**src/rtl/tgt_hdr_ddr_if.sv**
```systemverilog
// tgt_hdr_ddr_if: word stream, control strobes and result pulses of the target HDR-DDR engine
interface tgt_hdr_ddr_if;
  logic i_engine_en;
  logic [6:0] i_dyn_addr;
  logic i_word_valid;
  logic [19:0] i_word;
  logic i_restart_det;
  logic i_exit_det;
  logic i_rd_done;
  logic o_cmd_valid;
  logic o_cmd_rnw;
  logic [6:0] o_cmd_code;
  logic o_wr_valid;
  logic [15:0] o_wr_data;
  logic o_rd_start;
  logic o_frame_done;
  logic o_err_parity;
  logic o_err_crc;
  logic o_err_frame;
  logic o_err_ovf;
  logic o_engine_done;
  modport master (
    output i_engine_en, i_dyn_addr, i_word_valid, i_word, i_restart_det, i_exit_det, i_rd_done,
    input o_cmd_valid, o_cmd_rnw, o_cmd_code, o_wr_valid, o_wr_data, o_rd_start, o_frame_done,
    input o_err_parity, o_err_crc, o_err_frame, o_err_ovf, o_engine_done
  );
  modport slave (
    input i_engine_en, i_dyn_addr, i_word_valid, i_word, i_restart_det, i_exit_det, i_rd_done,
    output o_cmd_valid, o_cmd_rnw, o_cmd_code, o_wr_valid, o_wr_data, o_rd_start, o_frame_done,
    output o_err_parity, o_err_crc, o_err_frame, o_err_ovf, o_engine_done
  );
endinterface

```
**src/rtl/tgt_hdr_ddr_engine.sv**
```systemverilog
// tgt_hdr_ddr_engine: target-side HDR-DDR frame decoder with address filter, parity, CRC5 and preamble checks
module tgt_hdr_ddr_engine #(
  parameter int MAX_WORDS = 16,
  parameter logic [6:0] BCAST_ADDR = 7'h7E
) (
  input logic i_sys_clk,
  input logic i_sys_rst_n,
  tgt_hdr_ddr_if.slave bus
);
  typedef enum logic [2:0] {IDLE, WAIT_CMD, WR_DATA, RD_WAIT, END, SKIP} state_t;
  state_t state, state_n;
  logic en_q;
  logic [4:0] crc, crc_n, crc_fold;
  logic [5:0] cnt, cnt_n;
  logic cmd_v, rd_s, wr_v, f_done, e_par, e_crc, e_frm, e_ovf, e_done;
  logic [1:0] pre;
  logic [15:0] p;
  logic par_ok;
  assign pre = bus.i_word[19:18];
  assign p = bus.i_word[17:2];
  assign par_ok = bus.i_word[1:0] == {^(p & 16'hAAAA), ~^(p & 16'h5555)};
  // whole payload folded MSB first in one cycle
  always_comb begin
    crc_fold = crc;
    for (int i = 15; i >= 0; i--)
      crc_fold = {crc_fold[3:0], 1'b0} ^ ((crc_fold[4] ^ p[i]) ? 5'b00101 : 5'b00000);
  end
  always_comb begin
    state_n = state;
    crc_n = crc;
    cnt_n = cnt;
    cmd_v = 1'b0;
    rd_s = 1'b0;
    wr_v = 1'b0;
    f_done = 1'b0;
    e_par = 1'b0;
    e_crc = 1'b0;
    e_frm = 1'b0;
    e_ovf = 1'b0;
    e_done = 1'b0;
    if (!bus.i_engine_en) begin
      state_n = IDLE;
      crc_n = '0;
      cnt_n = '0;
    end else if (state == IDLE) state_n = en_q ? IDLE : WAIT_CMD;
    else if (bus.i_exit_det) begin
      state_n = IDLE;
      e_done = 1'b1;
    end else if (bus.i_restart_det) state_n = WAIT_CMD;
    else if (state == RD_WAIT) begin
      f_done = bus.i_rd_done;
      state_n = bus.i_rd_done ? END : RD_WAIT;
    end else if (bus.i_word_valid) begin
      case (state)
        WAIT_CMD:
          if (!par_ok) begin
            e_par = 1'b1;
            state_n = SKIP;
          end else if (pre != 2'b01) begin
            e_frm = 1'b1;
            state_n = SKIP;
          end else if (p[7:1] == bus.i_dyn_addr || (p[7:1] == BCAST_ADDR && !p[15])) begin
            cmd_v = 1'b1;
            rd_s = p[15];
            crc_n = 5'h1F;
            cnt_n = '0;
            state_n = p[15] ? RD_WAIT : WR_DATA;
          end else state_n = SKIP;
        WR_DATA:
          if (!par_ok) begin
            e_par = 1'b1;
            state_n = SKIP;
          end else if (pre == 2'b10) begin
            e_ovf = cnt == 6'(MAX_WORDS);
            wr_v = !e_ovf;
            cnt_n = e_ovf ? cnt : cnt + 6'd1;
            crc_n = e_ovf ? crc : crc_fold;
            state_n = e_ovf ? SKIP : WR_DATA;
          end else if (pre == 2'b01) begin
            f_done = 1'b1;
            e_crc = p[15:12] != 4'hC || p[11:7] != crc;
            state_n = END;
          end else begin
            e_frm = 1'b1;
            state_n = SKIP;
          end
        END: begin
          e_frm = 1'b1;
          state_n = SKIP;
        end
        default: ;
      endcase
    end
  end
  always_ff @(posedge i_sys_clk or negedge i_sys_rst_n)
    if (!i_sys_rst_n) state <= IDLE;
    else state <= state_n;
  always_ff @(posedge i_sys_clk or negedge i_sys_rst_n)
    if (!i_sys_rst_n) begin
      en_q <= 1'b0;
      crc <= '0;
      cnt <= '0;
      bus.o_cmd_valid <= 1'b0;
      bus.o_cmd_rnw <= 1'b0;
      bus.o_cmd_code <= '0;
      bus.o_wr_valid <= 1'b0;
      bus.o_wr_data <= '0;
      bus.o_rd_start <= 1'b0;
      bus.o_frame_done <= 1'b0;
      bus.o_err_parity <= 1'b0;
      bus.o_err_crc <= 1'b0;
      bus.o_err_frame <= 1'b0;
      bus.o_err_ovf <= 1'b0;
      bus.o_engine_done <= 1'b0;
    end else begin
      en_q <= bus.i_engine_en;
      crc <= crc_n;
      cnt <= cnt_n;
      bus.o_cmd_valid <= cmd_v;
      bus.o_cmd_rnw <= cmd_v ? p[15] : bus.o_cmd_rnw;
      bus.o_cmd_code <= cmd_v ? p[14:8] : bus.o_cmd_code;
      bus.o_wr_valid <= wr_v;
      bus.o_wr_data <= wr_v ? p : bus.o_wr_data;
      bus.o_rd_start <= rd_s;
      bus.o_frame_done <= f_done;
      bus.o_err_parity <= e_par;
      bus.o_err_crc <= e_crc;
      bus.o_err_frame <= e_frm;
      bus.o_err_ovf <= e_ovf;
      bus.o_engine_done <= e_done;
    end
endmodule

```
**src/flat_wrapper.sv**
```systemverilog
// flat-port wrapper written by rule: the top's interface ports become plain ports
module tgt_hdr_ddr_engine_flat 
#(
  parameter int MAX_WORDS = 16,
  parameter logic [6:0] BCAST_ADDR = 7'h7E
)
  (i_sys_clk, i_sys_rst_n, bus_i_engine_en, bus_i_dyn_addr, bus_i_word_valid, bus_i_word, bus_i_restart_det, bus_i_exit_det, bus_i_rd_done, bus_o_cmd_valid, bus_o_cmd_rnw, bus_o_cmd_code, bus_o_wr_valid, bus_o_wr_data, bus_o_rd_start, bus_o_frame_done, bus_o_err_parity, bus_o_err_crc, bus_o_err_frame, bus_o_err_ovf, bus_o_engine_done);
  tgt_hdr_ddr_if bus_i ();
  input logic i_sys_clk;
  input logic i_sys_rst_n;
  input wire logic [$bits(bus_i.i_engine_en)-1:0] bus_i_engine_en;
  input wire logic [$bits(bus_i.i_dyn_addr)-1:0] bus_i_dyn_addr;
  input wire logic [$bits(bus_i.i_word_valid)-1:0] bus_i_word_valid;
  input wire logic [$bits(bus_i.i_word)-1:0] bus_i_word;
  input wire logic [$bits(bus_i.i_restart_det)-1:0] bus_i_restart_det;
  input wire logic [$bits(bus_i.i_exit_det)-1:0] bus_i_exit_det;
  input wire logic [$bits(bus_i.i_rd_done)-1:0] bus_i_rd_done;
  output wire logic [$bits(bus_i.o_cmd_valid)-1:0] bus_o_cmd_valid;
  output wire logic [$bits(bus_i.o_cmd_rnw)-1:0] bus_o_cmd_rnw;
  output wire logic [$bits(bus_i.o_cmd_code)-1:0] bus_o_cmd_code;
  output wire logic [$bits(bus_i.o_wr_valid)-1:0] bus_o_wr_valid;
  output wire logic [$bits(bus_i.o_wr_data)-1:0] bus_o_wr_data;
  output wire logic [$bits(bus_i.o_rd_start)-1:0] bus_o_rd_start;
  output wire logic [$bits(bus_i.o_frame_done)-1:0] bus_o_frame_done;
  output wire logic [$bits(bus_i.o_err_parity)-1:0] bus_o_err_parity;
  output wire logic [$bits(bus_i.o_err_crc)-1:0] bus_o_err_crc;
  output wire logic [$bits(bus_i.o_err_frame)-1:0] bus_o_err_frame;
  output wire logic [$bits(bus_i.o_err_ovf)-1:0] bus_o_err_ovf;
  output wire logic [$bits(bus_i.o_engine_done)-1:0] bus_o_engine_done;
  assign bus_i.i_engine_en = bus_i_engine_en;
  assign bus_i.i_dyn_addr = bus_i_dyn_addr;
  assign bus_i.i_word_valid = bus_i_word_valid;
  assign bus_i.i_word = bus_i_word;
  assign bus_i.i_restart_det = bus_i_restart_det;
  assign bus_i.i_exit_det = bus_i_exit_det;
  assign bus_i.i_rd_done = bus_i_rd_done;
  assign bus_o_cmd_valid = bus_i.o_cmd_valid;
  assign bus_o_cmd_rnw = bus_i.o_cmd_rnw;
  assign bus_o_cmd_code = bus_i.o_cmd_code;
  assign bus_o_wr_valid = bus_i.o_wr_valid;
  assign bus_o_wr_data = bus_i.o_wr_data;
  assign bus_o_rd_start = bus_i.o_rd_start;
  assign bus_o_frame_done = bus_i.o_frame_done;
  assign bus_o_err_parity = bus_i.o_err_parity;
  assign bus_o_err_crc = bus_i.o_err_crc;
  assign bus_o_err_frame = bus_i.o_err_frame;
  assign bus_o_err_ovf = bus_i.o_err_ovf;
  assign bus_o_engine_done = bus_i.o_engine_done;
  tgt_hdr_ddr_engine #(.MAX_WORDS(MAX_WORDS), .BCAST_ADDR(BCAST_ADDR)) u_core (.i_sys_clk(i_sys_clk), .i_sys_rst_n(i_sys_rst_n), .bus(bus_i));
endmodule
```
**config.mk**
```make
export PLATFORM = sky130hd
export DESIGN_NAME = tgt_hdr_ddr_engine_flat
export DESIGN_NICKNAME = d
export VERILOG_FILES = /design/src/rtl/tgt_hdr_ddr_if.sv /design/src/rtl/tgt_hdr_ddr_engine.sv /design/src/flat_wrapper.sv
export SDC_FILE = /design/constraint.sdc
export NUM_CORES = 1
export LEC_CHECK = 0
export ABC_AREA = 0
export ABC_CLOCK_PERIOD_IN_PS = 2800
export BUFFER_PORTS_ARGS = -buffer_cell sky130_fd_sc_hd__buf_2
export CAP_MARGIN = 5
export CORE_MARGIN = 5
export CORE_UTILIZATION = 44
export CTS_BUF_LIST = sky130_fd_sc_hd__clkbuf_2 sky130_fd_sc_hd__clkbuf_4 sky130_fd_sc_hd__clkbuf_8
export DETAILED_ROUTE_END_ITERATION = 8
export PLACE_DENSITY = 0.67
export SLEW_MARGIN = 20
export SYNTH_ARGS = -nofsm -noshare
export SYNTH_HDL_FRONTEND = slang
export SYNTH_SLANG_ARGS = --single-unit
```
**constraint.sdc**
```tcl
create_clock -name i_sys_clk -period 2.8 [get_ports i_sys_clk]
set_input_delay 0.42 -clock i_sys_clk [delete_from_list [all_inputs] [get_ports i_sys_clk]]
set_output_delay 0.42 -clock i_sys_clk [all_outputs]
set_load 0.05 [all_outputs]
```
; Word level (Yosys, flattened, before mapping)
; Cells that the tools add are included.
[word_totals]
wordCells = 227
ff_bits = 48
output_inout_bits = 33
[op_classes]
eq_ne = 27
mux = 140
add_sub_neg = 1
n_reduce_logical = 11
bitwise_logic = 32
[op_table]
columns = cell, n
row1 = $mux W3, 29
row2 = $mux W1, 83
row3 = $xor A5 B5 Y5, 16
row4 = $mux W6, 12
row5 = $mux W5, 12
row6 = $reduce_xnor A16 Y1, 1
row7 = $reduce_xor A16 Y1, 1
row8 = $xor A1 B1 Y1, 16
row9 = $ne A3 B2 Y1 const B, 4
row10 = $pmux W6 S2, 1
row11 = $reduce_and A12 Y1, 1
row12 = $pmux W5 S2, 1
row13 = $pmux W3 S3, 1
row14 = $ne A2 B2 Y1 const B, 4
row15 = $ne A8 B1 Y1 const B, 1
row16 = $eq A7 B7 Y1, 1
row17 = $eq A7 B7 Y1 const B, 1
row18 = $add A6 B1 Y6 const B, 1
row19 = $eq A3 B2 Y1 const B, 2
row20 = $eq A6 B5 Y1 const B, 1
row21 = $ne A3 B3 Y1 const B, 2
row22 = $ne A6 B1 Y1 const B, 1
row23 = $ne A5 B5 Y1, 1
row24 = $ne A2 B1 Y1 const B, 2
row25 = 14 further kinds, 16

; Longest topological paths before layout
; Gate-level depths: netlist (run 1).
[logic_depth]
depth_word = 58
mapped_depth = 11

; Worst setup path after synthesis (run 1)
; No wires, ideal clock.
[synth_timing]
path_kind = in2reg
startpoint = input bus_i_word[8]
endpoint = register u_core.bus.o_cmd_code[0]
arrival_time_ps = 2551
setup_slack_ps = 124
stages = 9
setup_time_ps = 125
cell_sequence = clkbuf_2 > xnor2_1 > xnor3_1 > xnor2_1 > and2_2 > nand3_2 > or4_1 > buf_6 > mux2_4
[synth_via]
elab_chain_len = 13
elab_cells_between_ends = 16
classes_between = eq/ne: 3 / mux: 10 / reduce/logical: 3
[synth_rtl]
columns = item, line_no
row1 = start: declaration, flat_wrapper.sv:14  ; input wire logic [$bits(bus_i.i_word)-1:0] bus_i_word;
row2 = $eq A7 B7 Y1, tgt_hdr_ddr_engine.sv:62  ; end else if (p[7:1] == bus.i_dyn_addr || (p[7:1] == BCAST_ADDR && !p[15])) begin
row3 = $logic_and A1 B1 Y1, tgt_hdr_ddr_engine.sv:62
row4 = $logic_or A1 B1 Y1, tgt_hdr_ddr_engine.sv:62
row5 = $mux W1, tgt_hdr_ddr_engine.sv:62
row6 = $mux W1, tgt_hdr_ddr_engine.sv:59  ; end else if (pre != 2'b01) begin
row7 = $mux W1 *, tgt_hdr_ddr_engine.sv:56  ; if (!par_ok) begin
row8 = $mux W1 *, tgt_hdr_ddr_engine.sv:54  ; case (state)
row9 = $mux W1 *, tgt_hdr_ddr_engine.sv:53  ; end else if (bus.i_word_valid) begin
row10 = $mux W1 *, tgt_hdr_ddr_engine.sv:50  ; else if (state == RD_WAIT) begin
row11 = $mux W1 *, tgt_hdr_ddr_engine.sv:49  ; end else if (bus.i_restart_det) state_n = WAIT_CMD;
row12 = $mux W1 *, tgt_hdr_ddr_engine.sv:46  ; else if (bus.i_exit_det) begin
row13 = $mux W1 *, tgt_hdr_ddr_engine.sv:45  ; end else if (state == IDLE) state_n = en_q ? IDLE : WAIT_CMD;
row14 = $mux W1 *, tgt_hdr_ddr_engine.sv:41  ; if (!bus.i_engine_en) begin
row15 = end signal: assignment, tgt_hdr_ddr_engine.sv:121  ; bus.o_cmd_code <= cmd_v ? p[14:8] : bus.o_cmd_code;
row16 = end: declaration, tgt_hdr_ddr_if.sv:29  ; output o_cmd_valid, o_cmd_rnw, o_cmd_code, o_wr_valid, o_wr_data, o_rd_start, o_frame_done,
; Every way passes the cells marked *; elsewhere a longest branch is shown, timed or not.
; A chain may end at the register's enable or synchronous reset.

; Final worst setup path (run 1)
[layout_timing]
startpoint = input bus_i_word[10]
endpoint = register u_core.bus.o_cmd_rnw
[layout_via]
elab_chain_len = 10
[layout_rtl]
columns = item, line_no
row1 = $reduce_xnor A16 Y1, tgt_hdr_ddr_engine.sv:21  ; assign par_ok = bus.i_word[1:0] == {^(p & 16'hAAAA), ~^(p & 16'h5555)};
row2 = $eq A2 B2 Y1, tgt_hdr_ddr_engine.sv:21
row3 = $mux W1, tgt_hdr_ddr_engine.sv:56
row4 = $mux W1, tgt_hdr_ddr_engine.sv:54
row5 = $mux W1, tgt_hdr_ddr_engine.sv:53
row6 = $mux W1, tgt_hdr_ddr_engine.sv:50
row7 = $mux W1, tgt_hdr_ddr_engine.sv:49
row8 = $mux W1, tgt_hdr_ddr_engine.sv:46
row9 = $mux W1, tgt_hdr_ddr_engine.sv:45
row10 = $mux W1, tgt_hdr_ddr_engine.sv:41
row11 = end signal: assignment, tgt_hdr_ddr_engine.sv:120  ; bus.o_cmd_rnw <= cmd_v ? p[15] : bus.o_cmd_rnw;
row12 = end: declaration, tgt_hdr_ddr_if.sv:29
; No other way between the ends.

==> results of run 1 <==
cell families after synthesis:
group	share of synthesized area [%]
muxes	10.8
xor gates and xnor gates	18.9
DFF	41.7
AOI/OAI and AO/OA	9.26
adders and majority gates	2.17
buffers and inverters	4.08
and+or+nand+nor	13.1
layout by cell type (no fill, tap or decap), types with 10 or more instances in the layout:
| master | count |
|---|---|
| buf_2 | 65 |
| dfrtp_1 | 48 |
| xnor2_1 | 45 |
| buf_4 | 23 |
| mux2_2 | 16 |
| nor2_1 | 14 |
| xor2_1 | 12 |
| nand2_1 | 12 |
| a21oi_1 | 12 |
| inv_1 | 10 |
worst min path at each step:
stage	depth (start not counted)	from	slack, ns	end
2_1_floorplan	0	i_sys_rst_n	0.12	u_core.bus.o_cmd_code[0]
3_3_place_gp	2	u_core.bus.o_wr_data[13]	0.47	u_core.bus.o_wr_data[13]
3_5_place_dp	1	u_core.bus.o_wr_data[10]	0.49	u_core.bus.o_wr_data[10]
4_1_cts	1	i_sys_rst_n	0.34	u_core.bus.o_wr_data[1]
5_1_grt	1	i_sys_rst_n	0.17	u_core.bus.o_wr_data[1]
6_report	1	i_sys_rst_n	0.11	u_core.bus.o_wr_data[1]
per-layer routing:
| metal | vias up | global-route usage (%) |
|---|---|---|
| met5 | - | 0 |
| met4 | 0 | 4.40 |
| met3 | 5 | 3.50 |
| met2 | 47 | 27.3 |
| met1 | 1051 | 22.8 |
| li1 | 1090 | - |
through the flow:
stage / hold WS (ns) / util (%)
after floorplan: 0.124 / -
after global placement: 0.469 / 53.4
after detailed placement: 0.489 / 53.4
after CTS: 0.335 / 54.9
after global routing: 0.169 / 55.0
final: 0.111 / 55.0
worst reg2reg max path: stages, from the launching register on:
cell and delay, ns:
dfrtp_1 0.43, inv_1 0.08, ha_1 0.13, nor4b_1 0.40
a21bo_2 0.26, nor3b_1 0.06, a31o_2 0.22, and3_1 0.24
buf_4 0.19, o21ai_0 0.15, a21oi_1 0.06
flip-flops by register name (all words and copies together) (netlist names):
signal / flops
u_core.bus.o_wr_data: 16
u_core.bus.o_cmd_code: 7
u_core.cnt: 6
u_core.crc: 5
u_core.state: 3
u_core.bus.o_cmd_rnw: 1
u_core.bus.o_cmd_valid: 1
u_core.bus.o_engine_done: 1
u_core.bus.o_err_crc: 1
u_core.bus.o_err_frame: 1
u_core.bus.o_err_ovf: 1
u_core.bus.o_err_parity: 1
u_core.bus.o_frame_done: 1
u_core.bus.o_rd_start: 1
u_core.bus.o_wr_valid: 1
u_core.en_q: 1
power breakdown:
| part | switching (mW) | leakage, nW | internal (mW) |
|---|---|---|---|
| logic | 0.210 | 1.05 | 0.190 |
| registers | 0.00241 | 0.666 | 0.698 |
| clock network | 0.238 | 0.0434 | 0.200 |
final cells by class:
type / count / area, um^2
well taps: 77 / 96.3
repair buffers: 88 / 498
multi-input cells: 196 / 1560
flip-flops and latches: 48 / 1200
clock buffers: 6 / 82.6
inverters: 10 / 37.5
fillers: 562 / 2860
clock inverters: 2 / 15.0
==> results.md, run 1 <==
- Core area: 0.00635 mm^2
- Met3 routed WL: 338 um
- #FFs+latches synth: 48
- Reg2reg path depth: 10
- Fin crit period: 2.48 ns
- Die Span X: 90.9 um
- Vias per cell: 5.14
- Crit start category: primary input
- Flop2flop setup slack: 0.46 ns
- Library cells used by synthesis: 49
- Detailed Route Iter0 Violations: 135
- Layout Skew: 0.00437 ns
- Cell with the most instances after synthesis: dfrtp_1
- VDD IR max: 193 uV
- Crit path to: u_core.bus.o_cmd_rnw
- Met2 Routed Length: 3230 um
- Syn. warnings: 0
- Die Span Y: 90.9 um
- Antenna fix cells: 0
- Worst-path cell chain: buf_2 > xnor2_1 > xnor3_1 > xnor2_1 > and2_2 > nand3_2 > or4_1 > buf_4 > mux2_4
- Placement Setup Slack: 0.0294 ns
- Post-DRT Antenna Nets: 0
- TritonCTS Buffers: 5
- Endpoint type of the worst setup path: flip-flop
- Wire length on met1: 2960 um
- Setup TNS: 0 ns
- CP max stage delay: 0.52 ns
- Synth area leader: dfrtp_1
- IO buf count: 66
- FMAX: 404 MHz
- RR Endpoint: u_core.crc[2]
- Area of the die: 0.00826 mm^2
- Mapped Cells: 270
- R2r startpoint: u_core.cnt[0]
- DR WL/cell: 15.4 um
- Total GRT Usage: 16.8%
- DP HPWL: 5020 um
- CP Class: in2reg
- EDFF count, synth: 0
- Power Dens Cells: 441 mW/mm^2
- Share of synthesized registers carrying an async set or reset: 100%
- Reg clk slew, reported paths: 0.09 ns
- CTS Sinks: 48
- Uppermost routed layer: met4
- Worst setup path startpoint: bus_i_word[10]
- Top post-synthesis cells by area: dfrtp_1 (42%), xnor2_1 (14%), mux2_2 (6.3%)
- CTS HTree Levels: 2
- Largest net degree at the start of global routing: 49
- Setup bufs post-CTS: 0
- Worst Hold Class: in2async
- Worst path required time: 2.99 ns
- Leak Pwr: 1.76 nW
- Endpoints failing hold: 0
- Clock Path Buffers: 2
- DP Area: 0.00339 mm^2
- Resized Gates After CTS: 0
- Final Instance Area: 0.00349 mm^2
- Sequential-to-total area share from yosys stat: 41.7%
- Area delta synth->final: 21.3%
- Number of remaining DRC errors: 0
- Outcome: finished clean
- Critical path arrival: 2.67 ns
- Crit path top cell by count: xnor2_1
- Final worst path period share: 88.5%
- Post-synth top area share: 41.7%
- Crit-path max FO: 8
- Predominant post-synthesis flop cell: dfrtp_1
- # Max-Cap Violations: 0
- First-pass GRT wire length: 11300 um
- RSZ-0062 raised after global routing: no
- Later-pin clock latency in the skew report: 0.30 ns
- Routability cong.: 0.879
- Final setup fails: 0
- Max Slew Vio Count: 0
- Slowest-stage cell, CP: or4_1
- Final cell count without fillers: 427
- CTS root buffer: clkbuf_8
- Row count: 29
- Power Total: 1.54 mW
- Pre-antenna DRT Iters: 4
- Post-Syn Area: 0.00288 mm^2
- DR vias: 2193
- Initial antenna violation count: 0
- Io pins: 67
- CP Depth: 9
- Vias in the first global route: 2311
- Final WL: 6590 um
- Measured slew at the worst slew-check pin: 0.592 ns
- Post-synthesis net count: 309
- Initial Utilization: 45.3%
- Buf+Inv Stages, Crit Path: 2
- CTS tree: done
- Share of layout cells above drive strength 1: 36.3%
- Global route total overflow: 0
- Top cells by count, synth: dfrtp_1 (48), xnor2_1 (45), mux2_2 (16)
- Rel. slew slack: 60.5%
- Layout net count: 388
- Post-CTS Hold Buffers: 0
- CP top delay family: XOR/XNOR gates
- Setup slack after layout: 0.322 ns
- Post-Place Cells: 419
- Synth Area per Inst: 10.7 um^2
No activity file was read; power rests on OpenSTA's default activity.
==> inputs of run 2 (changes only) <==
--- a/config.mk
+++ b/config.mk
@@ -13,6 +13,7 @@
 export CORE_UTILIZATION = 44
 export CTS_BUF_LIST = sky130_fd_sc_hd__clkbuf_2 sky130_fd_sc_hd__clkbuf_4 sky130_fd_sc_hd__clkbuf_8
 export DETAILED_ROUTE_END_ITERATION = 8
+export MAX_ROUTING_LAYER = met4
 export PLACE_DENSITY = 0.67
 export SLEW_MARGIN = 20
 export SYNTH_ARGS = -nofsm -noshare
==> run 2 against run 1 <==
Non-clock buffer count unchanged. Clock-buffer cell count stayed put. Sequential power is essentially flat. Sequential share of layout area stayed put. First-iteration DRC count increased by 4.4%. Fmax barely moved. Clock skew is essentially flat. Setup slack improved by 0.0011 ns. Combinational power hardly changed. Sequential cell count unchanged. Largest power group unchanged. Final area stayed put. Critical path type unchanged. Critical endpoint is now u_core.bus.o_cmd_code[1].
==> results.md, run 2 (synthesized netlist as in run 1, its figures left out) <==
- Later-pin clock latency in the skew report: 0.30 ns (about the same)
- Layout net count: 388 (unchanged)
- TritonCTS Buffers: 5 (unchanged)
- Power Dens Cells: 441 mW/mm^2 (about the same)
- Resized Gates After CTS: 0 (unchanged)
- Largest net degree at the start of global routing: 49 (unchanged)
- Outcome: finished clean
- CTS HTree Levels: 2 (unchanged)
- Psw: 450 uW (-0.11%)
- Setup TNS: 0 ns (unchanged)
- Crit-path max FO: 8 (unchanged)
- Die Span X: 90.9 um (unchanged)
- Worst Hold Class: in2async
- Rel. slew slack: 60.3% (-0.25 points)
- Clock share of power: 28.5% (about the same)
- CTS root buffer: clkbuf_8
- Largest reg by FF count: u_core.bus.o_wr_data
- Max FFs per register: 16 (unchanged)
- Total GRT Usage: 17.3% (+0.47 points)
- Setup slack after layout: 0.324 ns (+0.00114 ns)
- Max Slew Vio Count: 0 (unchanged)
- Initial Utilization: 45.3% (unchanged)
- Clock Path Buffers: 2 (unchanged)
- Area delta synth->final: 21.3% (unchanged)
- CTS tree: done
- Area of the die: 0.00826 mm^2 (unchanged)
- Row count: 29 (unchanged)
- Vias in the first global route: 2314 (+0.13%)
- Final worst path period share: 88.4% (about the same)
- Initial antenna violation count: 0 (unchanged)
- Detailed Route Iter0 Violations: 141 (+4.4%)
- CTS Sinks: 48 (unchanged)
- Commonest non-fill, non-tap cell in the layout: buf_2
- Die Span Y: 90.9 um (unchanged)
- First-pass GRT wire length: 11300 um (+0.11%)
- Pre-antenna DRT Iters: 4 (unchanged)
- Leading registers by flop count: u_core.bus.o_wr_data (16), u_core.bus.o_cmd_code (7), u_core.cnt (6)
- Post-DRT Antenna Nets: 0 (unchanged)
- Reg clk slew, reported paths: 0.09 ns (about the same)
- Routability cong.: 0.893 (+1.7%)
- Switching Share: 29.3% (about the same)
- Placement Setup Slack: 0.0294 ns (unchanged)
- Io pins: 67 (unchanged)
- Global route total overflow: 0 (unchanged)
- Number of remaining DRC errors: 0 (unchanged)
- Fin crit period: 2.48 ns (-0.00114 ns)
- Setup bufs post-CTS: 0 (unchanged)
- FMAX: 404 MHz (about the same)
- Comb pwr share: 25.9% (about the same)
- Endpoints failing hold: 0 (unchanged)
- CP Class: in2reg
- Critical path arrival: 2.67 ns (about the same)
- Pint: 1.09 mW (about the same)
- Final setup fails: 0 (unchanged)
- Measured slew at the worst slew-check pin: 0.596 ns (+0.00368 ns)
- DR WL/cell: 15.4 um (-0.26%)
- Vias per cell: 5.19 (+0.96%)
- Core area: 0.00635 mm^2 (unchanged)
- # Max-Cap Violations: 0 (unchanged)
- Final WL: 6580 um (-0.26%)
- Post-CTS Hold Buffers: 0 (unchanged)
- DP HPWL: 5020 um (unchanged)
- Leak Pwr: 1.76 nW (unchanged)
- IO buf count: 66 (unchanged)
- Seq pwr share: 45.5% (about the same)
- Hold Worst Slack: 0.112 ns (+0.000573 ns)
- Power Total: 1.54 mW (about the same)
- Share of layout cells above drive strength 1: 36.3% (unchanged)
- Crit start category: primary input
- Layout Skew: 0.00446 ns (+0.0000914 ns)
- Worst path required time: 2.99 ns (about the same)
- VDD IR max: 193 uV (about the same)
- Endpoint type of the worst setup path: flip-flop
- Antenna fix cells: 0 (unchanged)
- DR vias: 2214 (+0.96%)
- RSZ-0062 raised after global routing: no
- Most frequent cells in the layout: buf_2 (65), dfrtp_1 (48), xnor2_1 (45)
==> run 2: cell counts in the layout (fill, tap and decap cells not counted) <==
No cell type changed its count.
==> run 2: per-layer routing <==
metal	GRT usage (%)	share of wire (%)	vias up
li1	-	-	1091
met1	23.1	46	1066
met2	27.2	49	52
met3	3.08	4.3	5
met4	4.40	0.99	0
met5	-	0	-
==> run 2: critical path, stage by stage <==
cell	delay (ns)
buf_2	0.11
xnor2_1	0.21
xnor3_1	0.45
xnor2_1	0.16
and2_2	0.19
nand3_2	0.08
or4_1	0.52
buf_4	0.21
mux2_4	0.30
==> run 2: stage by stage <==
| step | utilization, % | instance area, um^2 | instances |
|---|---|---|---|
| 6_report | 55.0 | 3490 | 427 |
| 5_1_grt | 55.0 | 3490 | 427 |
| 4_1_cts | 54.9 | 3490 | 427 |
| 3_5_place_dp | 53.4 | 3390 | 419 |
| 3_3_place_gp | 53.4 | 3390 | 419 |
| 2_1_floorplan | - | 2880 | 270 |
==> run 2: path summary, 6_finish.rpt <==
check / to / slack, ns / from / cells after the start
worst max register to register: u_core.crc[2] / 0.46 / u_core.cnt[0] / 10
min in group i_sys_clk: u_core.en_q / 0.33 / bus_i_engine_en / 1
max in group asynchronous: u_core.bus.o_cmd_code[4] / 2.28 / i_sys_rst_n / 1
worst min register to register: u_core.bus.o_wr_data[0] / 0.51 / u_core.bus.o_wr_data[0] / 1
worst max-delay path: u_core.bus.o_cmd_code[1] / 0.32 / bus_i_word[10] / 9
worst min-delay path: u_core.bus.o_wr_data[1] / 0.11 / i_sys_rst_n / 1
==> run 2: area by class of cell <==
| class | instances | area [um^2] |
|---|---|---|
| clock inverters | 2 | 15.0 |
| fillers | 562 | 2860 |
| repair buffers | 88 | 498 |
| inverters | 10 | 37.5 |
| multi-input cells | 196 | 1560 |
| clock buffers | 6 | 82.6 |
| well taps | 77 | 96.3 |
| flip-flops and latches | 48 | 1200 |
==> run 2: power by group through the flow <==
stage	logic [mW]	registers (mW)	clock network [mW]
3_5_place_dp	0.399	0.715	0
2_1_floorplan	0.269	0.722	0
6_report	0.399	0.701	0.439
3_3_place_gp	0.394	0.714	0
4_1_cts	0.401	0.701	0.451
5_1_grt	0.436	0.702	0.482
